### config.mk
export PLATFORM = sky130hd
export DESIGN_NAME = pipeline_ctrl_flat
export DESIGN_NICKNAME = d
export VERILOG_FILES = /design/src/rtl/pipeline_ctrl_pkg.sv /design/src/rtl/pipeline_ctrl_if.sv /design/src/rtl/pipeline_ctrl_scoreboard.sv /design/src/rtl/pipeline_ctrl.sv /design/src/flat_wrapper.sv
export SDC_FILE = /design/constraint.sdc
export NUM_CORES = 1
export LEC_CHECK = 0
export CAP_MARGIN = 20
export CELL_PAD_IN_SITES_DETAIL_PLACEMENT = 0
export CELL_PAD_IN_SITES_GLOBAL_PLACEMENT = 1
export CORE_AREA = 2 2 96 89
export CTS_CLUSTER_DIAMETER = 80
export DETAILED_ROUTE_END_ITERATION = 8
export DIE_AREA = 0 0 98 91
export PLACE_DENSITY = 0.84
export SYNTH_ARGS = -nofsm -noshare
export SYNTH_HDL_FRONTEND = slang
export SYNTH_SLANG_ARGS = --single-unit
### constraint.sdc
create_clock -name i_clk -period 4.5 [get_ports i_clk]
set_clock_uncertainty 0.2 [all_clocks]
set_input_delay 1.125 -clock i_clk [delete_from_list [all_inputs] [get_ports i_clk]]
set_output_delay 1.125 -clock i_clk [all_outputs]
set_load 0.01 [all_outputs]
### src/rtl/pipeline_ctrl_pkg.sv
// Shared definitions for the decode-stage hazard/sequencing controller:
// cycle-class encodings and default widths.
package pipeline_ctrl_pkg;

  localparam int REG_W_DEFAULT = 5;
  localparam int CNT_W_DEFAULT = 16;

  typedef enum logic [1:0] {
    RUN    = 2'd0,
    STALL  = 2'd1,
    FLUSH  = 2'd2,
    FREEZE = 2'd3
  } ctrl_class_t;

endpackage

### src/rtl/pipeline_ctrl_if.sv
// Decode-side bundle of the pipeline controller: the decode/writeback/memory
// inputs it watches and the enables and status it drives back.
interface pipeline_ctrl_if
  import pipeline_ctrl_pkg::*;
#(
  parameter int REG_W = REG_W_DEFAULT,
  parameter int CNT_W = CNT_W_DEFAULT
) ();

  logic             i_id_valid;
  logic [REG_W-1:0] i_id_rs1_num;
  logic [REG_W-1:0] i_id_rs2_num;
  logic             i_id_uses_rs1;
  logic             i_id_uses_rs2;
  logic [REG_W-1:0] i_id_rd_num;
  logic             i_id_writes_rd;
  logic             i_b_taken;
  logic             i_wb_valid;
  logic [REG_W-1:0] i_wb_rd_num;
  logic             i_mem_busy;
  logic             i_cnt_clr;

  logic             o_pc_en;
  logic             o_if_id_en;
  logic             o_id_kill;
  logic             o_hold;
  logic             o_issue;
  logic [1:0]       o_state;
  logic [CNT_W-1:0] o_stall_cnt;

  modport master (
    output i_id_valid, i_id_rs1_num, i_id_rs2_num, i_id_uses_rs1, i_id_uses_rs2,
           i_id_rd_num, i_id_writes_rd, i_b_taken, i_wb_valid, i_wb_rd_num,
           i_mem_busy, i_cnt_clr,
    input  o_pc_en, o_if_id_en, o_id_kill, o_hold, o_issue, o_state, o_stall_cnt
  );

  modport slave (
    input  i_id_valid, i_id_rs1_num, i_id_rs2_num, i_id_uses_rs1, i_id_uses_rs2,
           i_id_rd_num, i_id_writes_rd, i_b_taken, i_wb_valid, i_wb_rd_num,
           i_mem_busy, i_cnt_clr,
    output o_pc_en, o_if_id_en, o_id_kill, o_hold, o_issue, o_state, o_stall_cnt
  );

endinterface

### src/rtl/pipeline_ctrl_scoreboard.sv
// Per-register busy bits for in-flight writes, with one set port, one clear
// port and three combinational lookups. Register 0 is never marked busy.
module pipeline_ctrl_scoreboard #(
  parameter int REG_W = 5
) (
  input  logic             clk,
  input  logic             rst_n,
  input  logic             set_en,
  input  logic [REG_W-1:0] set_num,
  input  logic             clr_en,
  input  logic [REG_W-1:0] clr_num,
  input  logic [REG_W-1:0] rs1_num,
  input  logic [REG_W-1:0] rs2_num,
  input  logic [REG_W-1:0] rd_num,
  output logic             rs1_busy,
  output logic             rs2_busy,
  output logic             rd_busy
);

  localparam int DEPTH = 2 ** REG_W;

  logic [DEPTH-1:0] busy;

  // The set is written after the clear so a same-cycle set of that register wins.
  always_ff @(posedge clk or negedge rst_n) begin
    if (!rst_n) begin
      busy <= '0;
    end else begin
      if (clr_en && (clr_num != '0)) busy[clr_num] <= 1'b0;
      if (set_en && (set_num != '0)) busy[set_num] <= 1'b1;
    end
  end

  assign rs1_busy = busy[rs1_num];
  assign rs2_busy = busy[rs2_num];
  assign rd_busy  = busy[rd_num];

endmodule

### src/rtl/pipeline_ctrl.sv
// Decode-stage hazard controller: classifies each cycle as RUN, STALL, FLUSH
// or FREEZE and drives the PC / IF-ID / ID-EX controls and a stall counter.
module pipeline_ctrl
  import pipeline_ctrl_pkg::*;
#(
  parameter int REG_W = REG_W_DEFAULT,
  parameter int CNT_W = CNT_W_DEFAULT
) (
  input logic            i_clk,
  input logic            i_rst_n,
  pipeline_ctrl_if.slave bus
);

  logic             rs1_busy;
  logic             rs2_busy;
  logic             rd_busy;
  logic             hazard;
  logic             issue;
  logic             flush_pending;
  logic [CNT_W-1:0] stall_cnt;
  ctrl_class_t      cls;

  pipeline_ctrl_scoreboard #(.REG_W(REG_W)) sb (
    .clk      (i_clk),
    .rst_n    (i_rst_n),
    .set_en   (issue & bus.i_id_writes_rd),
    .set_num  (bus.i_id_rd_num),
    .clr_en   (bus.i_wb_valid),
    .clr_num  (bus.i_wb_rd_num),
    .rs1_num  (bus.i_id_rs1_num),
    .rs2_num  (bus.i_id_rs2_num),
    .rd_num   (bus.i_id_rd_num),
    .rs1_busy (rs1_busy),
    .rs2_busy (rs2_busy),
    .rd_busy  (rd_busy)
  );

  // Entry 0 never reads busy, so the x0 exemption is already in the lookups.
  assign hazard = bus.i_id_valid &
                  ((bus.i_id_uses_rs1 & rs1_busy) |
                   (bus.i_id_uses_rs2 & rs2_busy) |
                   (bus.i_id_writes_rd & rd_busy));

  always_comb begin
    cls = RUN;
    if (bus.i_mem_busy)     cls = FREEZE;
    else if (flush_pending) cls = FLUSH;
    else if (hazard)        cls = STALL;
  end

  assign issue = (cls == RUN) & bus.i_id_valid;

  always_comb begin
    bus.o_pc_en    = 1'b0;
    bus.o_if_id_en = 1'b0;
    bus.o_id_kill  = 1'b1;
    bus.o_hold     = 1'b0;
    bus.o_issue    = 1'b0;
    bus.o_state    = RUN;
    if (i_rst_n) begin
      bus.o_state = cls;
      unique case (cls)
        FREEZE: begin
          bus.o_id_kill = 1'b0;
          bus.o_hold    = 1'b1;
        end
        FLUSH: begin
          bus.o_pc_en    = 1'b1;
          bus.o_if_id_en = 1'b1;
        end
        STALL: ;
        RUN: begin
          bus.o_pc_en    = 1'b1;
          bus.o_if_id_en = 1'b1;
          bus.o_id_kill  = ~bus.i_id_valid;
          bus.o_issue    = bus.i_id_valid;
        end
        default: ;
      endcase
    end
  end

  // A frozen cycle is never FLUSH, so the pending flush waits out the freeze.
  always_ff @(posedge i_clk or negedge i_rst_n) begin
    if (!i_rst_n) begin
      flush_pending <= 1'b0;
      stall_cnt     <= '0;
    end else begin
      if (issue && bus.i_b_taken) flush_pending <= 1'b1;
      else if (cls == FLUSH)      flush_pending <= 1'b0;

      if (bus.i_cnt_clr)                             stall_cnt <= '0;
      else if ((cls == STALL) && (stall_cnt != '1))  stall_cnt <= stall_cnt + 1'b1;
    end
  end

  assign bus.o_stall_cnt = stall_cnt;

endmodule

### src/flat_wrapper.sv
// flat-port wrapper written by rule: the top's interface ports become plain ports
module pipeline_ctrl_flat import pipeline_ctrl_pkg::*;
#(
  parameter int REG_W = REG_W_DEFAULT,
  parameter int CNT_W = CNT_W_DEFAULT
)
  (i_clk, i_rst_n, bus_i_id_valid, bus_i_id_rs1_num, bus_i_id_rs2_num, bus_i_id_uses_rs1, bus_i_id_uses_rs2, bus_i_id_rd_num, bus_i_id_writes_rd, bus_i_b_taken, bus_i_wb_valid, bus_i_wb_rd_num, bus_i_mem_busy, bus_i_cnt_clr, bus_o_pc_en, bus_o_if_id_en, bus_o_id_kill, bus_o_hold, bus_o_issue, bus_o_state, bus_o_stall_cnt);
  pipeline_ctrl_if #(.REG_W(REG_W), .CNT_W(CNT_W)) bus_i ();
  input logic i_clk;
  input logic i_rst_n;
  input wire logic [$bits(bus_i.i_id_valid)-1:0] bus_i_id_valid;
  input wire logic [$bits(bus_i.i_id_rs1_num)-1:0] bus_i_id_rs1_num;
  input wire logic [$bits(bus_i.i_id_rs2_num)-1:0] bus_i_id_rs2_num;
  input wire logic [$bits(bus_i.i_id_uses_rs1)-1:0] bus_i_id_uses_rs1;
  input wire logic [$bits(bus_i.i_id_uses_rs2)-1:0] bus_i_id_uses_rs2;
  input wire logic [$bits(bus_i.i_id_rd_num)-1:0] bus_i_id_rd_num;
  input wire logic [$bits(bus_i.i_id_writes_rd)-1:0] bus_i_id_writes_rd;
  input wire logic [$bits(bus_i.i_b_taken)-1:0] bus_i_b_taken;
  input wire logic [$bits(bus_i.i_wb_valid)-1:0] bus_i_wb_valid;
  input wire logic [$bits(bus_i.i_wb_rd_num)-1:0] bus_i_wb_rd_num;
  input wire logic [$bits(bus_i.i_mem_busy)-1:0] bus_i_mem_busy;
  input wire logic [$bits(bus_i.i_cnt_clr)-1:0] bus_i_cnt_clr;
  output wire logic [$bits(bus_i.o_pc_en)-1:0] bus_o_pc_en;
  output wire logic [$bits(bus_i.o_if_id_en)-1:0] bus_o_if_id_en;
  output wire logic [$bits(bus_i.o_id_kill)-1:0] bus_o_id_kill;
  output wire logic [$bits(bus_i.o_hold)-1:0] bus_o_hold;
  output wire logic [$bits(bus_i.o_issue)-1:0] bus_o_issue;
  output wire logic [$bits(bus_i.o_state)-1:0] bus_o_state;
  output wire logic [$bits(bus_i.o_stall_cnt)-1:0] bus_o_stall_cnt;
  assign bus_i.i_id_valid = bus_i_id_valid;
  assign bus_i.i_id_rs1_num = bus_i_id_rs1_num;
  assign bus_i.i_id_rs2_num = bus_i_id_rs2_num;
  assign bus_i.i_id_uses_rs1 = bus_i_id_uses_rs1;
  assign bus_i.i_id_uses_rs2 = bus_i_id_uses_rs2;
  assign bus_i.i_id_rd_num = bus_i_id_rd_num;
  assign bus_i.i_id_writes_rd = bus_i_id_writes_rd;
  assign bus_i.i_b_taken = bus_i_b_taken;
  assign bus_i.i_wb_valid = bus_i_wb_valid;
  assign bus_i.i_wb_rd_num = bus_i_wb_rd_num;
  assign bus_i.i_mem_busy = bus_i_mem_busy;
  assign bus_i.i_cnt_clr = bus_i_cnt_clr;
  assign bus_o_pc_en = bus_i.o_pc_en;
  assign bus_o_if_id_en = bus_i.o_if_id_en;
  assign bus_o_id_kill = bus_i.o_id_kill;
  assign bus_o_hold = bus_i.o_hold;
  assign bus_o_issue = bus_i.o_issue;
  assign bus_o_state = bus_i.o_state;
  assign bus_o_stall_cnt = bus_i.o_stall_cnt;
  pipeline_ctrl #(.REG_W(REG_W), .CNT_W(CNT_W)) u_core (.i_clk(i_clk), .i_rst_n(i_rst_n), .bus(bus_i));
endmodule
---- Word level (Yosys, flattened, before mapping) ----
Cells that the tools add are included.
storage, ports and cells
  flip-flop bits (word level) ............. 49
  bits of input ports ..................... 30
  output and inout port bits .............. 23
  logic and storage cells ................. 66
operators by class
  add/sub/neg operators ................... 1
  magnitude comparators ................... 6
  equal/unequal tests ..................... 4
  mux-type cells .......................... 28
  bitwise gates (word level) .............. 12
  reduce and logical (&&, ||, !) cells .... 12
operators by type and width
  kind                                                 count
  2-to-1 mux 32 bit                                    2
  bitwise AND 32 bit                                   1
  2-to-1 mux 16 bit                                    2
  inverter 32 bit                                      1
  bitwise OR 32 bit                                    1
  < comparator 5 x 6 -> 1 bit, second input constant   4
  adder 16 x 1 -> 16 bit, second input constant        1
  inequality test 16 bit, second input constant        1
  binary-select mux 1 bit (select 5 bit)               3
  2-to-1 mux 1 bit                                     15
  demux 1 bit (select 5 bit)                           2
  >= comparator 5 x 1 -> 1 bit, second input constant  2
  nonzero test 5 bit                                   2
  bitwise AND 1 bit                                    6
  logical AND 1 bit                                    6
  2-to-1 mux 2 bit                                     3
  == test 2 bit, second input constant                 2
  nonzero test 2 bit                                   2
  == test 2 x 1 -> 1 bit, second input constant        1
  logical NOT 2 bit                                    1
  bitwise OR 1 bit                                     2
  case mux 1 bit (2 select lines)                      1
  OR reduction 2 bit                                   1
  inverter 1 bit                                       1

---- Longest topological paths before layout ----
  depth after elaboration ................. 14
  gate-level depth with buffers ........... 10
  gate-level depth less buffers ........... 8

---- Hierarchy ----
A second synthesis with hierarchy kept.
unflattened totals
  cells, all modules ...................... 381
  area total of the unflattened synthesis .. 3464.6 um^2
modules (own cells, without submodules)
  module                    instances  cells each  area each (um^2)  sequential area each (um^2)
  pipeline_ctrl_scoreboard  1          252         2282.2            800.8
  pipeline_ctrl             1          129         1182.4            425.4

---- Worst setup path after synthesis ----
Ideal clock, no wire load.
  kind .................................... input to output
  start point ............................. input bus_i_id_rs1_num[0]
  end point ............................... output bus_o_pc_en
  data arrival time ....................... 3.227 ns
  data required time ...................... 3.175 ns
  path slack .............................. -0.052 ns
  cell stages on the path ................. 10
  buffers on the path ..................... 3
  cells stage by stage .................... buf_2 > mux4_2 > mux2i_1 > mux2i_1 > o211a_1 > a211oi_4 > buf_2 > o21bai_1 > nor2_1 > buf_4
on the way
  longest elaborated chain between the ends .. 13
  elaborated cells on any way between the ends .. 14
  those cells by class .................... eq/ne (1); mux (7); bitwise (4); reduce/logical (2)
RTL lines
  what                                                line                            source
  start: declaration                                  flat_wrapper.sv:12              input wire logic [$bits(bus_i.i_id_rs1_num)-1:0] bus_i_id_rs1_num;
  binary-select mux 1 bit (select 5 bit) (*)          pipeline_ctrl_scoreboard.sv:34  assign rs1_busy = busy[rs1_num];
  2-to-1 mux 1 bit (not written as such) (*)          pipeline_ctrl_scoreboard.sv:34
  bitwise AND 1 bit (*)                               pipeline_ctrl.sv:40             ((bus.i_id_uses_rs1 & rs1_busy) |
  bitwise OR 1 bit (*)                                pipeline_ctrl.sv:40
  bitwise OR 1 bit (*)                                pipeline_ctrl.sv:41             (bus.i_id_uses_rs2 & rs2_busy) |
  bitwise AND 1 bit (*)                               pipeline_ctrl.sv:39             assign hazard = bus.i_id_valid &
  2-to-1 mux 1 bit (*)                                pipeline_ctrl.sv:48             else if (hazard) cls = STALL;
  2-to-1 mux 2 bit (*)                                pipeline_ctrl.sv:47             else if (flush_pending) cls = FLUSH;
  2-to-1 mux 2 bit (*)                                pipeline_ctrl.sv:46             if (bus.i_mem_busy) cls = FREEZE;
  == test 2 bit or logical NOT 2 bit (tied branches)  -
  OR reduction 2 bit (no line) (*)                    -
  2-to-1 mux 1 bit (*) (2 in series)                  -
  end: declaration                                    flat_wrapper.sv:23              output wire logic [$bits(bus_i.o_pc_en)-1:0] bus_o_pc_en;
Every way passes the cells marked *; elsewhere a longest branch is shown, timed or not. The select of a mux whose other input is x is not followed.

---- Worst setup path after layout ----
  start point ............................. input bus_i_id_rs1_num[2]
  end point ............................... output bus_o_state[0]
on the way
  longest elaborated chain between the ends .. 10
RTL lines
  what                                    line                            source
  binary-select mux 1 bit (select 5 bit)  pipeline_ctrl_scoreboard.sv:34
  2-to-1 mux 1 bit (not written as such)  pipeline_ctrl_scoreboard.sv:34
  bitwise AND 1 bit                       pipeline_ctrl.sv:40
  bitwise OR 1 bit                        pipeline_ctrl.sv:40
  bitwise OR 1 bit                        pipeline_ctrl.sv:41
  bitwise AND 1 bit                       pipeline_ctrl.sv:39
  2-to-1 mux 1 bit                        pipeline_ctrl.sv:48
  2-to-1 mux 2 bit                        pipeline_ctrl.sv:47
  2-to-1 mux 2 bit                        pipeline_ctrl.sv:46
  2-to-1 mux 2 bit                        pipeline_ctrl.sv:60             if (i_rst_n) begin
  end: declaration                        flat_wrapper.sv:28              output wire logic [$bits(bus_i.o_state)-1:0] bus_o_state;
Every way passes these cells. The select of a mux whose other input is x is not followed.

==> key figures <==
Cells and area
  – Area delta synth->final: 34.4%
  – Share of cells above drive strength 1: 0.251
  – Leading cell type in the layout, fill and taps excluded: o21ai_0
  – Most frequent cells in the layout: o21ai_0 (62), dfrtp_1 (49), clkdlybuf4s50_1 (36)
  – # nets final: about 430
  – N_diodes: 0

Timing
  – Max-slew violations: 0
  – Setup TNS: 0 ns
  – Fmax: 226 MHz
  – Worst slew margin: 0.510
  – Slew at the pin closest to its max-slew limit: roughly 0.73 ns
  – Post-route setup slack: between 0.08 and 0.09 ns
  – Final-report hold violation count: 0
  – Endpoints failing setup: 0
  – Period utilisation layout: 0.982
  – Final min period: approximately 4.4 ns

Global route
  – Number of global-route vias before repair: between 2000 and 3000
  – Largest net degree at the start of global routing: 49
  – GRT overflow: 0
  – First-pass GRT wire length: about 15 mm
  – Initial antenna violation count: 0
  – Gr usage total: 0.203

Synth
  – Sequential element share of the synthesized area: 0.388
  – Top FF cell, synth: dfrtp_1
  – Simple-gate portion of the synthesized area: 0.185
  – Top post-synthesis cells by area: dfrtp_1 (39%), mux2i_1 (11%), o21ai_0 (9.8%), mux4_2 (7.1%), nor2_1 (2.5%)
  – Ys Warns: 0
  – Compound-Gate Fraction of Synth Area: 0.175
  – Adder-cell share of the synthesized area: 0.00396
  – Synth Net Count: roughly 350
  – Post-synth EDFFs: 0
  – #FFs+latches synth: just under 50
  – Synth unique cells: 52
  – Mean post-synth cell area: between 10 and 15 um2
  – Xor-xnor portion of the synthesized cell area: 0.0194
  – Mux contribution to synthesized area: 0.198
  – Synthesized cell area: ~0.0032 mm2
  – Main combinational cell family by area after synthesis: multiplexers
  – Cell taking the most area after synthesis: dfrtp_1
  – Post-synth ARST share: 1.00
  – Yosys top cell area share: 0.388
  – Gate count after technology mapping: between 300 and 400

Clock tree
  – Clock transition at path regs: 0.09 ns
  – Clock Tree Buf Depth: 2
  – TritonCTS clock tree: built
  – CTS Buf Count: 5
  – Worst skew pair latency: approximately 0.30 ns
  – # clock sinks: about 50
  – Cts hold-fix bufs: 0
  – Root Buffer: clkbuf_8
  – H-tree levels: 2

Flow run
  – Max_cap viols: 0

Critical path
  – WP data arrival: 3.09 ns
  – Worst-path cell chain: buf_2 > buf_6 > mux4_2 > mux2i_1 > mux2i_1 > o211a_1 > buf_6 > a211oi_4 > o21bai_1 > and2_1 > buf_2
  – CP Class: in2out
  – Nature of the critical path startpoint: input pin
  – Crit path max fanout: 5
  – Crit path largest cell delay: ~0.50 ns
  – Worst path slowest cell: mux4_2
  – Req. time, crit path: about 3.2 ns
  – Crit. End Element: primary output

Place
  – GPL Wtd Cong: about 0.95
  – Dpl hpwl: around 6.6 mm
  – Worst slack, placed: -0.682 ns
  – IO Port Bufs: 52

Die
  – Die outline width: roughly 98 um
  – Core region area: about 0.0079 mm2
  – Row Count: 31
  – IO Count: 53
  – Die Y: a little over 90 um
  – Die footprint: 0.00892 mm2
  – Initial Util: 0.401

Routing
  – DR iter-0 viols: 270
  – DRC: 0
  – DR vias/cell: ~5.9
  – Drt first pass iters: 5
  – Routed vias: between 2000 and 3000
  – Antenna-violating nets left: 0
  – Routed wire length: ~9 mm
  – DR WL/cell: roughly 18 um

Power
  – PwrDens: 252 mW/mm2
  – P_leak: about 1.8 nW
  – Peak VDD IR: ~0.18 mV

Run status
  – Status: finished clean

Hold path
  – Hold Crit Class: reg2reg
[final timing paths]
check | startpoint | end | slack (ns) | depth (start not counted)
worst max-delay path | bus_i_id_rs1_num[2] | bus_o_state[0] | 0.08 | 11
max in group asynchronous | i_rst_n | u_core.sb.busy[3] | 2.84 | 2
worst min-delay path | u_core.sb.busy[0] | u_core.sb.busy[0] | 0.27 | 0
worst min register to register | u_core.sb.busy[0] | u_core.sb.busy[0] | 0.27 | 0
min in group asynchronous | i_rst_n | u_core.flush_pending | 0.43 | 1
worst max register to register | u_core.bus.o_stall_cnt[3] | u_core.bus.o_stall_cnt[11] | 1.52 | 8
[per-stage QoR]
step | utilization | std cells | hold slack [ns] | total power (W) | cell area (um2)
3_5_place_dp | 0.508 | 485 | 0.242 | 0.000737 | 4000
6_report | 0.539 | 502 | 0.271 | 0.00107 | 4240
5_1_grt | 0.539 | 502 | 0.309 | 0.00112 | 4240
2_1_floorplan | - | 315 | 0.266 | 0.000624 | 3160
3_3_place_gp | 0.508 | 485 | 0.245 | 0.000731 | 4000
4_1_cts | 0.533 | 502 | 0.277 | 0.00107 | 4200
[registers in the layout, indices dropped and copies added (netlist names)]
signal	count
u_core.sb.busy	32
u_core.bus.o_stall_cnt	16
u_core.flush_pending	1
[report_power, final]
group	leakage [nW]	switching, W	internal (W)
Combinational	1.04	0.000117	0.000124
Sequential	0.673	0.0000384	0.000469
Clock	0.0585	0.000140	0.000181
Total	1.78	0.000296	0.000774
[timing repair]
item,4_1_cts,5_1_grt
resized for setup,44,23
setup buffers,11,0
endpoints found under the setup margin,5,5
cloned,0,0
pin swaps,9,12
hold endpoints to repair,0,0
[layer usage]
layer / part of all wire / wire [um] / vias up / global-route usage
li1: - / - / 1376 / -
met1: 0.46 / 4240 / 1445 / 0.308
met2: 0.45 / 4070 / 133 / 0.302
met3: 0.082 / 750 / 6 / 0.0370
met4: 0.0065 / 59 / 0 / 0.0440
met5: 0 / 0 / - / 0
[critical path, delay by kind of cell]
kind,cells,cell delay (ns)
multiplexers,3,0.81
AO/OA/AOI/OAI,3,0.54
buffers and inverters,4,0.45
AND/OR/NAND/NOR,1,0.16
[cell families after synthesis]
kind of cell    count (synthesis)
simple gates                   96
xor+xnor                        7
mux                            49
compound gates                 93
fa+ha+maj                       1
flops                          49
buf+inv                        20
[Yosys cell counts (2+ instances only)]
cell type / number
or3_1: 2
a21oi_1: 4
buf_4: 2
inv_1: 6
dfrtp_1: 49
o31ai_1: 4
buf_2: 6
mux2i_1: 35
nand2_1: 6
xnor2_1: 7
nor3_1: 4
nor4_1: 2
nand3b_1: 8
and4_1: 2
or4_1: 4
or3b_2: 5
nand4b_1: 2
nand3_1: 15
mux2_2: 3
nand4_1: 2
mux4_2: 10
clkbuf_1: 5
o21ai_0: 62
nor2b_1: 7
and2_1: 3
nor2_1: 21
a211oi_1: 2
a22oi_1: 4
o22ai_1: 8
and3_1: 3
[area by class of cell]
type                       instances  area, um2
inverter                           6       22.5
clock buffer                       7       86.3
timing repair buffer              94        853
fill                             713       3630
tap                               99        124
sequential                        49       1230
multi-input combinational        246       1900
clock inverter                     1       30.0
Power figures use the tool's default switching activity.
